### src/rtl/retire_trace_sync_pkg.sv
// Shared widths and reset constants for the retirement trace tracker.
package retire_trace_sync_pkg;

  localparam int unsigned PC_W_DEF   = 32;
  localparam int unsigned ADDR_W_DEF = 32;
  localparam int unsigned DATA_W_DEF = 32;
  localparam int unsigned CNT_W_DEF  = 32;
  localparam int unsigned BE_W       = 4;

  // Slot valid after reset; in-flight instructions are dropped, never committed.
  localparam logic SLOT_RST_VALID = 1'b0;

endpackage

### src/rtl/retire_slot.sv
// One pipeline stage register of the retirement tracker: holds on stall,
// and zeroes the store attributes whenever the incoming slot is a bubble.
module retire_slot
  import retire_trace_sync_pkg::*;
#(
  parameter int unsigned PC_W   = PC_W_DEF,
  parameter int unsigned ADDR_W = ADDR_W_DEF,
  parameter int unsigned DATA_W = DATA_W_DEF
) (
  input  logic              clk,
  input  logic              rst_n,
  input  logic              hold,
  input  logic              in_valid,
  input  logic [PC_W-1:0]   in_pc,
  input  logic              in_store,
  input  logic [ADDR_W-1:0] in_addr,
  input  logic [DATA_W-1:0] in_data,
  input  logic [BE_W-1:0]   in_be,
  output logic              out_valid,
  output logic [PC_W-1:0]   out_pc,
  output logic              out_store,
  output logic [ADDR_W-1:0] out_addr,
  output logic [DATA_W-1:0] out_data,
  output logic [BE_W-1:0]   out_be
);

  logic              valid_q, valid_d;
  logic [PC_W-1:0]   pc_q, pc_d;
  logic              store_q, store_d;
  logic [ADDR_W-1:0] addr_q, addr_d;
  logic [DATA_W-1:0] data_q, data_d;
  logic [BE_W-1:0]   be_q, be_d;

  always_comb begin
    valid_d = valid_q;
    pc_d    = pc_q;
    store_d = store_q;
    addr_d  = addr_q;
    data_d  = data_q;
    be_d    = be_q;
    if (!hold) begin
      valid_d = in_valid;
      pc_d    = in_pc;
      store_d = in_valid & in_store;
      addr_d  = in_valid ? in_addr : '0;
      data_d  = in_valid ? in_data : '0;
      be_d    = in_valid ? in_be   : '0;
    end
  end

  always_ff @(posedge clk or negedge rst_n) begin
    if (!rst_n) begin
      valid_q <= SLOT_RST_VALID;
      pc_q    <= '0;
      store_q <= 1'b0;
      addr_q  <= '0;
      data_q  <= '0;
      be_q    <= '0;
    end else begin
      valid_q <= valid_d;
      pc_q    <= pc_d;
      store_q <= store_d;
      addr_q  <= addr_d;
      data_q  <= data_d;
      be_q    <= be_d;
    end
  end

  assign out_valid = valid_q;
  assign out_pc    = pc_q;
  assign out_store = store_q;
  assign out_addr  = addr_q;
  assign out_data  = data_q;
  assign out_be    = be_q;

endmodule

### src/rtl/retire_trace_sync.sv
// Retirement tracker: shadows ID->EX->MEM->WB and pulses a commit record one
// cycle after the WB register-file write, for the lockstep checker.
module retire_trace_sync
  import retire_trace_sync_pkg::*;
#(
  parameter int unsigned PC_W   = PC_W_DEF,
  parameter int unsigned ADDR_W = ADDR_W_DEF,
  parameter int unsigned DATA_W = DATA_W_DEF,
  parameter int unsigned CNT_W  = CNT_W_DEF
) (
  input  logic              clk,
  input  logic              rst_n,
  input  logic              id_valid,
  input  logic [PC_W-1:0]   id_pc,
  input  logic              flush_id,
  input  logic              stall,
  input  logic              ex_store,
  input  logic [ADDR_W-1:0] ex_addr,
  input  logic [DATA_W-1:0] ex_wdata,
  input  logic [BE_W-1:0]   ex_be,
  output logic              check_en,
  output logic [PC_W-1:0]   check_pc,
  output logic              check_store,
  output logic [ADDR_W-1:0] check_addr,
  output logic [DATA_W-1:0] check_data,
  output logic [BE_W-1:0]   check_be,
  output logic [CNT_W-1:0]  retire_cnt
);

  logic              ex_valid, mem_valid, wb_valid;
  logic [PC_W-1:0]   ex_pc, mem_pc, wb_pc;
  logic              ex_st, mem_st, wb_st;
  logic [ADDR_W-1:0] ex_ad, mem_ad, wb_ad;
  logic [DATA_W-1:0] ex_dt, mem_dt, wb_dt;
  logic [BE_W-1:0]   ex_bs, mem_bs, wb_bs;

  // The EX slot only tracks valid/pc; store attributes join at the EX->MEM edge.
  logic unused_ex_attr;
  assign unused_ex_attr = ^{ex_st, ex_ad, ex_dt, ex_bs};

  retire_slot #(.PC_W(PC_W), .ADDR_W(ADDR_W), .DATA_W(DATA_W)) u_ex (
    .clk(clk), .rst_n(rst_n), .hold(stall),
    .in_valid(id_valid & ~flush_id), .in_pc(id_pc),
    .in_store(1'b0), .in_addr('0), .in_data('0), .in_be('0),
    .out_valid(ex_valid), .out_pc(ex_pc), .out_store(ex_st),
    .out_addr(ex_ad), .out_data(ex_dt), .out_be(ex_bs)
  );

  retire_slot #(.PC_W(PC_W), .ADDR_W(ADDR_W), .DATA_W(DATA_W)) u_mem (
    .clk(clk), .rst_n(rst_n), .hold(stall),
    .in_valid(ex_valid), .in_pc(ex_pc),
    .in_store(ex_store), .in_addr(ex_addr), .in_data(ex_wdata), .in_be(ex_be),
    .out_valid(mem_valid), .out_pc(mem_pc), .out_store(mem_st),
    .out_addr(mem_ad), .out_data(mem_dt), .out_be(mem_bs)
  );

  retire_slot #(.PC_W(PC_W), .ADDR_W(ADDR_W), .DATA_W(DATA_W)) u_wb (
    .clk(clk), .rst_n(rst_n), .hold(stall),
    .in_valid(mem_valid), .in_pc(mem_pc),
    .in_store(mem_st), .in_addr(mem_ad), .in_data(mem_dt), .in_be(mem_bs),
    .out_valid(wb_valid), .out_pc(wb_pc), .out_store(wb_st),
    .out_addr(wb_ad), .out_data(wb_dt), .out_be(wb_bs)
  );

  logic              commit;
  logic              check_en_q, check_en_d;
  logic [PC_W-1:0]   check_pc_q, check_pc_d;
  logic              check_store_q, check_store_d;
  logic [ADDR_W-1:0] check_addr_q, check_addr_d;
  logic [DATA_W-1:0] check_data_q, check_data_d;
  logic [BE_W-1:0]   check_be_q, check_be_d;
  logic [CNT_W-1:0]  retire_cnt_q, retire_cnt_d;

  // Commit on the edge WB is vacated, so a stalled WB instruction fires once.
  assign commit = wb_valid & ~stall;

  always_comb begin
    check_en_d    = commit;
    check_pc_d    = check_pc_q;
    check_store_d = 1'b0;
    check_addr_d  = check_addr_q;
    check_data_d  = check_data_q;
    check_be_d    = check_be_q;
    retire_cnt_d  = retire_cnt_q;
    if (commit) begin
      check_pc_d    = wb_pc;
      check_store_d = wb_st;
      check_addr_d  = wb_ad;
      check_data_d  = wb_dt;
      check_be_d    = wb_bs;
      retire_cnt_d  = retire_cnt_q + CNT_W'(1);
    end
  end

  always_ff @(posedge clk or negedge rst_n) begin
    if (!rst_n) begin
      check_en_q    <= 1'b0;
      check_pc_q    <= '0;
      check_store_q <= 1'b0;
      check_addr_q  <= '0;
      check_data_q  <= '0;
      check_be_q    <= '0;
      retire_cnt_q  <= '0;
    end else begin
      check_en_q    <= check_en_d;
      check_pc_q    <= check_pc_d;
      check_store_q <= check_store_d;
      check_addr_q  <= check_addr_d;
      check_data_q  <= check_data_d;
      check_be_q    <= check_be_d;
      retire_cnt_q  <= retire_cnt_d;
    end
  end

  assign check_en    = check_en_q;
  assign check_pc    = check_pc_q;
  assign check_store = check_store_q;
  assign check_addr  = check_addr_q;
  assign check_data  = check_data_q;
  assign check_be    = check_be_q;
  assign retire_cnt  = retire_cnt_q;

endmodule

### config.mk
export PLATFORM = sky130hd
export DESIGN_NAME = retire_trace_sync
export DESIGN_NICKNAME = d
export VERILOG_FILES = /design/src/rtl/retire_trace_sync_pkg.sv /design/src/rtl/retire_slot.sv /design/src/rtl/retire_trace_sync.sv
export SDC_FILE = /design/constraint.sdc
export NUM_CORES = 1
export LEC_CHECK = 0
export ABC_CLOCK_PERIOD_IN_PS = 3300
export CORE_MARGIN = 5
export CORE_UTILIZATION = 51
export CTS_CLUSTER_DIAMETER = 30
export DETAILED_ROUTE_END_ITERATION = 16
export HOLD_SLACK_MARGIN = 0.06
export PLACE_DENSITY_LB_ADDON = 0.3
export SLEW_MARGIN = 5
export SYNTH_ARGS = -nofsm -noshare
export SYNTH_HDL_FRONTEND = slang
export SYNTH_HIERARCHICAL = 1
export SYNTH_SLANG_ARGS = --single-unit
export TNS_END_PERCENT = 10
### constraint.sdc
create_clock -name clk -period 3.3 [get_ports clk]
set_clock_uncertainty 0.15 [all_clocks]
set_input_delay 0.495 -clock clk [delete_from_list [all_inputs] [get_ports clk]]
set_output_delay 0.495 -clock clk [all_outputs]
set_load 0.1 [all_outputs]
==> impl_metrics.toml, run 1 <==
[sta]
period_needed_ns = 2.08
achievable-frequency_mhz = 480
hold_viol = 0
timing.final.setup_violations = 0
totalNegativeSetupSlack_ns = 0
worst_slack_ns = 1.22
worst_slew_margin_rel_pct = 21.5
tightestPinTransition_ns = 1.18
rsz0062_at_grt = "no"
layout_worst_path_cycle_share_pct = 63.2
final_max_slew_viol_count = 0

[placed_design]
post_place_worst_slack_ns = 0.681
place_congestion = 0.795
dpl_cell_area_um2 = 17000
dp_hpwl_mm = 20.0
io_buffers = 239

[worst_setup_path]
type_of_destination_of_the_critical_path = "register"
rrSetupSlack_ns = 1.22
setup.worst_path.class = "reg -> reg"
crit_path_start_kind = "register"
timing.critical_path.required_ns = 3.57
r2r_start = "u_wb/out_valid$_DFFE_PN0N_"
crit_fanout = 105
timing.critical_path.cells = "nand2b_4 > inv_4 > nand4_1 > xnor2_1"
critical_path.startpoint = "u_wb/out_valid$_DFFE_PN0N_"
worst_stage_delay_on_the_critical_path_ns = 0.85
cp-endpoint = "retire_cnt[3]$_DFFE_PN0N_"
worst_ep_arrival_time_ns = 2.35
rr_worst_depth = 4
crit-reg2reg-capture = "retire_cnt[3]$_DFFE_PN0N_"
cell_at_the_slowest_stage_of_the_critical_path = "sky130_fd_sc_hd__inv_4"

[yosys]
postSynthCellCount = 1368
postSynthNetCount = 1475
syn_area_um2 = 14900
yosysWarnings = 6
mean_syn_cell_area_um2 = 10.9

[final_layout]
drive_gt1_share_pct = 22.7
area_growth_synth_to_finish_pct = 31.7
final_std_cell_area_no_fill_um2 = 19600
layout_common_cells = "sky130_fd_sc_hd__nand2_1 (588), sky130_fd_sc_hd__dfrtp_1 (369), sky130_fd_sc_hd__buf_4 (141)"
nets_final = 1717
layout.cells.most_common = "sky130_fd_sc_hd__nand2_1"

[routing]
drcViolationCount = 0
ant_nets = 0
dr_wl_cell_um = 16.3
detailroute.via_count = 10300
route.detailed.vias_per_inst = 5.01
drt_wl_total_mm = 33.3
first_iter_violations = 685
dr.pass1.iters = 5

[floorplan]
number_of_top_level_design_ports = 240
core.rowCount = 62
initial_utilization_pct = 51.8
die_height_um = 181
dieArea_um2 = 32700
floorplan_die_width_um = 181
floorplan_core_area_um2 = 28700

[grt]
largest_net_degree_at_the_start_of_global_routing = 140
vias_in_the_first_global_route = 10700
globalRoute.totalOverflow = 0
grt_usage_pct = 20.5
grt_first_pass_wirelength_mm = 55.5
grt_antenna_before_repair = 3

[clocking]
numClockSinks = 371
clock_transition_time_at_the_flip_flop_clock_pins_of_the_worst_setup_and_hold_paths_ns = 0.05
max-clock-path-buffers = 3
tritoncts = "built"
cts_max_level = 3
clk_root_buffer_cell = "sky130_fd_sc_hd__clkbuf_16"
worst_skew_pair.late_latency_ns = 0.54
cts_inserted_buffers = 72

[power_and_ir_drop]
static-leakage-power_nw = 9.61
vdd_ir_drop_max_uv = 718
pwr_density_cell_nw_per_um2 = 831

[min_path]
worstHoldPathType = "in -> reg"

[run]
maxCapViolations = 0

[run_status]
run_status = "completed"
flip-flops by register name, summed over array words and instances (netlist names):
signal           count
u_wb/out_addr       32
u_mem/out_valid      1
u_wb/out_store       1
u_mem/out_data      32
u_mem/out_be         4
retire_cnt          32
u_wb/out_valid       1
u_mem/out_addr      32
check_pc            32
u_wb/out_be          4
u_ex/out_pc         32
u_mem/out_pc        32
check_addr          32
u_ex/out_valid       1
u_wb/out_pc         32
check_en             1
check_store          1
check_data          32
u_wb/out_data       32
check_be             4
u_mem/out_store      1
through the flow:
stage,power [mW],hold slack [ns],util [%],instances
final,16.3,0.292,68.2,2050
after CTS,16.4,0.272,68.2,2048
after detailed placement,8.93,0.299,59.4,1919
after global routing,16.9,0.318,68.2,2050
after global placement,8.87,0.297,59.4,1919
after floorplan,8.01,0.0494,-,1368
per-layer routing:
layer,global-route usage [%],vias to the layer above,wire length [um]
met4,6.53,2,775
met2,32.3,284,15500
met3,5.61,51,2250
met1,28.1,5018,14800
li1,-,4913,-
met5,0,-,11
report_power, final:
part	switching [mW]	leakage, nW	total [mW]	internal, mW
registers	0.394	4.86	5.48	5.08
logic	2.53	3.52	3.39	0.858
clock network	2.31	1.23	7.40	5.09
total	5.23	9.61	16.3	11.0
area by class of cell:
cell class	count	area [um2]
sequential	371	9290
inverter	3	13.8
tap	384	480
clock buffer	95	2060
fill	2084	9140
antenna	2	5.00
multi-input combinational	909	5020
clock inverter	33	450
timing repair buffer	253	2250
timing repair:
action | 4_1_cts | 5_1_grt
setup buffers | 0 | 0
hold buffers | 1 | 0
gates resized for setup | 0 | 0
hold endpoints to repair | 61 | 0
endpoints found under the setup margin | 0 | 0
critical path, delay by kind of cell (launching register included):
| family | cells | cell delay (ns) |
|---|---|---|
| xor+xnor | 1 | 0.18 |
| simple gates | 2 | 0.33 |
| flops | 1 | 0.46 |
| buf+inv | 1 | 0.85 |
worst min-delay path by stage:
stage / start / endpoint / slack (ns) / cells after the start
after global placement: u_wb/out_data[23]$_DFFE_PN0N_ / check_data[23]$_DFFE_PN0N_ / 0.30 / 2
after floorplan: rst_n / check_addr[0]$_DFFE_PN0N_ / 0.05 / 0
after global routing: stall / u_wb/out_addr[5]$_DFFE_PN0N_ / 0.32 / 3
final: stall / u_wb/out_addr[25]$_DFFE_PN0N_ / 0.29 / 3
after CTS: stall / u_wb/out_addr[13]$_DFFE_PN0N_ / 0.27 / 3
after detailed placement: u_wb/out_addr[18]$_DFFE_PN0N_ / check_addr[18]$_DFFE_PN0N_ / 0.30 / 2
No activity file was read; power rests on OpenSTA's default activity.
==> run 2, diff against run 1 <==
ABC_CLOCK_PERIOD_IN_PS = 2000   (was 3300)
clock period = 2 ns   (was 3.3 ns; I/O delays follow)
==> impl_metrics.toml, run 2 (same netlist as run 1, synthesis figures left out) <==
[grt]
grt_usage_pct = 20.8
grt_antenna_before_repair = 0
grt_first_pass_wirelength_mm = 56.3
vias_in_the_first_global_route = 10800
globalRoute.totalOverflow = 0
largest_net_degree_at_the_start_of_global_routing = 156

[final_layout]
nets_final = 1732
fillers = 2028
area_growth_synth_to_finish_pct = 35.4
layout.cells.most_common = "sky130_fd_sc_hd__nand2_1"
antenna_cells_inserted = 0
final-instance-count-excl-fill = 2069
layout_common_cells = "sky130_fd_sc_hd__nand2_1 (588), sky130_fd_sc_hd__dfrtp_1 (345), sky130_fd_sc_hd__buf_4 (123)"
drive_gt1_share_pct = 24.8

[routing]
dr.pass1.iters = 5
drcViolationCount = 0
detailroute.via_count = 10300
ant_nets = 0
drt_wl_total_mm = 33.7
first_iter_violations = 756
route.detailed.vias_per_inst = 4.99
dr_wl_cell_um = 16.3

[run]
maxCapViolations = 0

[sta]
totalNegativeSetupSlack_ns = 0
final_max_slew_viol_count = 0
hold_viol = 0
achievable-frequency_mhz = 550
period_needed_ns = 1.82
tightestPinTransition_ns = 0.705
rsz0062_at_grt = "no"
layout_worst_path_cycle_share_pct = 90.9
timing.final.setup_violations = 0
worst_slew_margin_rel_pct = 53.0

[clocking]
cts_inserted_buffers = 72
clk_root_buffer_cell = "sky130_fd_sc_hd__clkbuf_16"
cts_max_level = 3
numClockSinks = 371
worst_skew_pair.late_latency_ns = 0.54
max-clock-path-buffers = 3
tritoncts = "built"
clock_transition_time_at_the_flip_flop_clock_pins_of_the_worst_setup_and_hold_paths_ns = 0.05
post_cts_resize_count = 0

[power_and_ir_drop]
static-leakage-power_nw = 9.74
pwr_density_cell_nw_per_um2 = 1340
vdd_ir_drop_max_uv = 1200

[worst_setup_path]
critical_path.startpoint = "stall"
crit_fanout = 11
setup.worst_path.class = "in -> reg"
type_of_destination_of_the_critical_path = "register"
timing.critical_path.required_ns = 2.27
rr_worst_depth = 5
crit_path_start_kind = "input port"
rrSetupSlack_ns = 0.29
r2r_start = "u_wb/out_valid$_DFFE_PN0N_"
crit-reg2reg-capture = "retire_cnt[29]$_DFFE_PN0N_"
worst_ep_arrival_time_ns = 2.09

[placed_design]
place_congestion = 0.812
io_buffers = 239
dp.cells = 1933
dp_hpwl_mm = 21.0

[floorplan]
floorplan_die_width_um = 181
die_height_um = 181
initial_utilization_pct = 51.8
number_of_top_level_design_ports = 240
core.rowCount = 62
floorplan_core_area_um2 = 28700
dieArea_um2 = 32700

[run_status]
run_status = "completed"

[min_path]
worstHoldPathType = "in -> async"
[run 2: cell count changes in the layout (fill, tap and decap cells not counted), moves of 5 or more]
cell and delta:
sky130_fd_sc_hd__dfrtp_4 +8, sky130_fd_sc_hd__clkbuf_8 -10, sky130_fd_sc_hd__buf_12 +32, sky130_fd_sc_hd__clkinv_2 +5, sky130_fd_sc_hd__buf_4 -18, sky130_fd_sc_hd__dfrtp_2 +16, sky130_fd_sc_hd__dfrtp_1 -24
[run 2: how the worst max path moves through the flow]
stage	to	slack, ns
floorplan	retire_cnt[31]$_DFFE_PN0N_	0.0009
global placement	retire_cnt[23]$_DFFE_PN0N_	0.30
detailed placement	retire_cnt[29]$_DFFE_PN0N_	0.25
CTS	retire_cnt[29]$_DFFE_PN0N_	0.22
global route	retire_cnt[29]$_DFFE_PN0N_	0.12
finish	retire_cnt[29]$_DFFE_PN0N_	0.18
[run 2: through the flow]
stage | setup slack [ns] | util [%] | power (mW) | hold WS [ns] | area [um2]
after floorplan | 0.000865 | - | 13.2 | -0.146 | 14900
after global placement | 0.299 | 61.3 | 14.9 | 0.113 | 17600
after detailed placement | 0.254 | 61.3 | 15.0 | 0.126 | 17600
after CTS | 0.218 | 70.1 | 27.3 | 0.127 | 20100
after global routing | 0.116 | 70.1 | 28.0 | 0.152 | 20100
final | 0.182 | 70.1 | 27.0 | 0.145 | 20100
[run 2: per-layer routing]
| metal | track usage, % | share of wire (%) | vias to the layer above |
|---|---|---|---|
| met3 | 4.65 | 6.4 | 59 |
| met1 | 29.3 | 44 | 5018 |
| met5 | 0 | 0 | - |
| li1 | - | - | 4942 |
| met2 | 32.6 | 48 | 311 |
| met4 | 6.50 | 2.1 | 0 |
[run 2: layout make-up]
type,instances,area [um2],share of cell area (%)
Clock buffer,89,1960,9.73
Multi-Input combinational cell,909,5020,24.9
Timing Repair Buffer,268,2770,13.7
Inverter,3,12.5,0.0622
Tap cell,384,480,2.39
Sequential cell,371,9340,46.4
Clock inverter,45,554,2.75
[run 2: report_power, final]
group          leakage (nW)  total [mW]  switching (mW)  internal (mW)
logic                  3.69        5.79            4.21           1.58
registers              4.82        9.06           0.645           8.41
clock network          1.23        12.1            4.01           8.11
total                  9.74        27.0            8.87           18.1
[run 2: what timing repair did]
| action | CTS | global route |
|---|---|---|
| buffers inserted | 0 | 0 |
| hold buffers | 2 | 0 |
| hold endpoints to repair | 375 | 0 |
[run 2: critical path: stages]
cell and delay [ns]:
sky130_fd_sc_hd__dlygate4sd3_1 0.58, sky130_fd_sc_hd__buf_8 0.17, sky130_fd_sc_hd__nand4b_4 0.20, sky130_fd_sc_hd__nor4_4 0.31
sky130_fd_sc_hd__buf_4 0.23, sky130_fd_sc_hd__nand3_1 0.14, sky130_fd_sc_hd__xnor2_1 0.16
==> run 3, diff against run 2 <==
ABC_CLOCK_PERIOD_IN_PS = 2300   (was 2000)
clock period = 2.3 ns   (was 2 ns; I/O delays follow)
==> impl_metrics.toml, run 3 (same netlist as run 1, synthesis figures left out) <==
[grt]
globalRoute.totalOverflow = 0
grt_first_pass_wirelength_mm = 55.5
global_route.usage.met1_pct = 28.5
top_usage_layer = "met2"
grtUsageMet3_pct = 4.65
grt_antenna_before_repair = 1
largest_net_degree_at_the_start_of_global_routing = 183
grt_usage_pct = 20.5
vias_in_the_first_global_route = 10800
gr-usage-met2_pct = 32.1

[final_layout]
nets_final = 1723
layout.cells.most_common = "sky130_fd_sc_hd__nand2_1"
final-instance-count-excl-fill = 2053
drive_gt1_share_pct = 23.4
layout_common_cells = "sky130_fd_sc_hd__nand2_1 (588), sky130_fd_sc_hd__dfrtp_1 (358), sky130_fd_sc_hd__buf_4 (143)"
final_core_util_pct = 68.2
area_growth_synth_to_finish_pct = 31.8
antenna_cells_inserted = 0

[placed_design]
dp.cells = 1927
io_buffers = 239
place_congestion = 0.805
dp_hpwl_mm = 20.3

[run]
maxCapViolations = 0

[clocking]
tritoncts = "built"
cts_inserted_buffers = 70
post_cts_resize_count = 0
worst_skew_pair.late_latency_ns = 0.54
cts_max_level = 3
numClockSinks = 371
clk_root_buffer_cell = "sky130_fd_sc_hd__clkbuf_16"
clock_transition_time_at_the_flip_flop_clock_pins_of_the_worst_setup_and_hold_paths_ns = 0.05
max-clock-path-buffers = 3
postCtsSetupRepairBufs = 0

[sta]
hold_viol = 0
final_max_slew_viol_count = 0
achievable-frequency_mhz = 541
worst_slew_margin_rel_pct = 45.3
layout_worst_path_cycle_share_pct = 80.3
period_needed_ns = 1.85
timing.final.setup_violations = 0
tightestPinTransition_ns = 0.820
rsz0062_at_grt = "no"

[floorplan]
initial_utilization_pct = 51.8
dieArea_um2 = 32700
floorplan_die_width_um = 181
floorplan_core_area_um2 = 28700
number_of_top_level_design_ports = 240
core.rowCount = 62
die_height_um = 181

[worst_setup_path]
setup.worst_path.class = "reg -> reg"
crit_path_start_kind = "register"
worst_ep_arrival_time_ns = 2.13
crit-reg2reg-capture = "retire_cnt[21]$_DFFE_PN0N_"
timing.critical_path.cells = "nand4b_4 > nor4_4 > nand3_1 > xnor2_1"
worst_stage_delay_on_the_critical_path_ns = 0.62
rrSetupSlack_ns = 0.45
timing.critical_path.required_ns = 2.58
rr_worst_depth = 4
cell_at_the_slowest_stage_of_the_critical_path = "sky130_fd_sc_hd__nor4_4"
type_of_destination_of_the_critical_path = "register"
r2r_start = "u_wb/out_valid$_DFFE_PN0N_"
crit_fanout = 10

[routing]
drcViolationCount = 0
dr.pass1.iters = 6
drt_wl_total_mm = 33.7
dr_wl_cell_um = 16.4
first_iter_violations = 824
route.detailed.vias_per_inst = 5.05
ant_nets = 0
detailroute.via_count = 10400

[power_and_ir_drop]
vdd_ir_drop_max_uv = 1170
static-leakage-power_nw = 9.59
pwr_density_cell_nw_per_um2 = 1170

[min_path]
worstHoldPathType = "in -> async"

[run_status]
run_status = "completed"
==> run 3: final cells by class <==
cell class,count,area [um2]
tap,384,480
fill,2070,9120
timing repair buffer,261,2380
multi-input combinational,909,5020
inverter,3,13.8
clock inverter,38,478
sequential,371,9300
clock buffer,87,1910
==> run 3: how the worst max path moves through the flow <==
stage | start | endpoint | slack, ns
after floorplan | retire_cnt[21]$_DFFE_PN0N_ | retire_cnt[31]$_DFFE_PN0N_ | -0.01
after global placement | stall | retire_cnt[23]$_DFFE_PN0N_ | 0.40
after detailed placement | stall | retire_cnt[21]$_DFFE_PN0N_ | 0.39
after CTS | retire_cnt[24]$_DFFE_PN0N_ | retire_cnt[24] | 0.45
after global routing | u_wb/out_valid$_DFFE_PN0N_ | retire_cnt[17]$_DFFE_PN0N_ | 0.31
final | u_wb/out_valid$_DFFE_PN0N_ | retire_cnt[21]$_DFFE_PN0N_ | 0.45
==> run 3: per-layer routing <==
metal  up-vias  part of all wire [%]
li1       4921                     -
met2       334                    47
met4         2                   2.1
met5         -                 0.039
met1      5049                    45
met3        53                   6.3
==> run 3: where the power goes <==
part           switching, mW  internal, mW  leakage (nW)
Clock                   3.42          6.73          1.16
Combinational           3.65          1.27          3.58
Sequential             0.558          7.30          4.85
Total                   7.62          15.3          9.59
==> run 3: timing repair <==
| action | CTS | global route |
|---|---|---|
| hold endpoints to repair | 371 | 0 |
| setup endpoints to repair | 0 | 0 |
| hold buffers | 1 | 0 |
==> run 3: critical path: cells and delay by family (launching register included) <==
family | cells | cell delay (ns)
AND/OR/NAND/NOR | 3 | 0.97
flip-flops | 1 | 0.46
XOR/XNOR | 1 | 0.16
==> run 3: metrics by stage <==
step | power (mW) | hold WS [ns] | setup TNS, ns | worst slack [ns] | instance area [um2]
6_report | 22.9 | 0.181 | 0 | 0.452 | 19600
5_1_grt | 23.8 | 0.200 | 0 | 0.309 | 19600
4_1_cts | 23.1 | 0.177 | 0 | 0.449 | 19600
3_5_place_dp | 12.9 | 0.166 | 0 | 0.390 | 17200
3_3_place_gp | 12.8 | 0.165 | 0 | 0.404 | 17200
2_1_floorplan | 11.5 | -0.101 | -0.0110 | -0.0110 | 14900
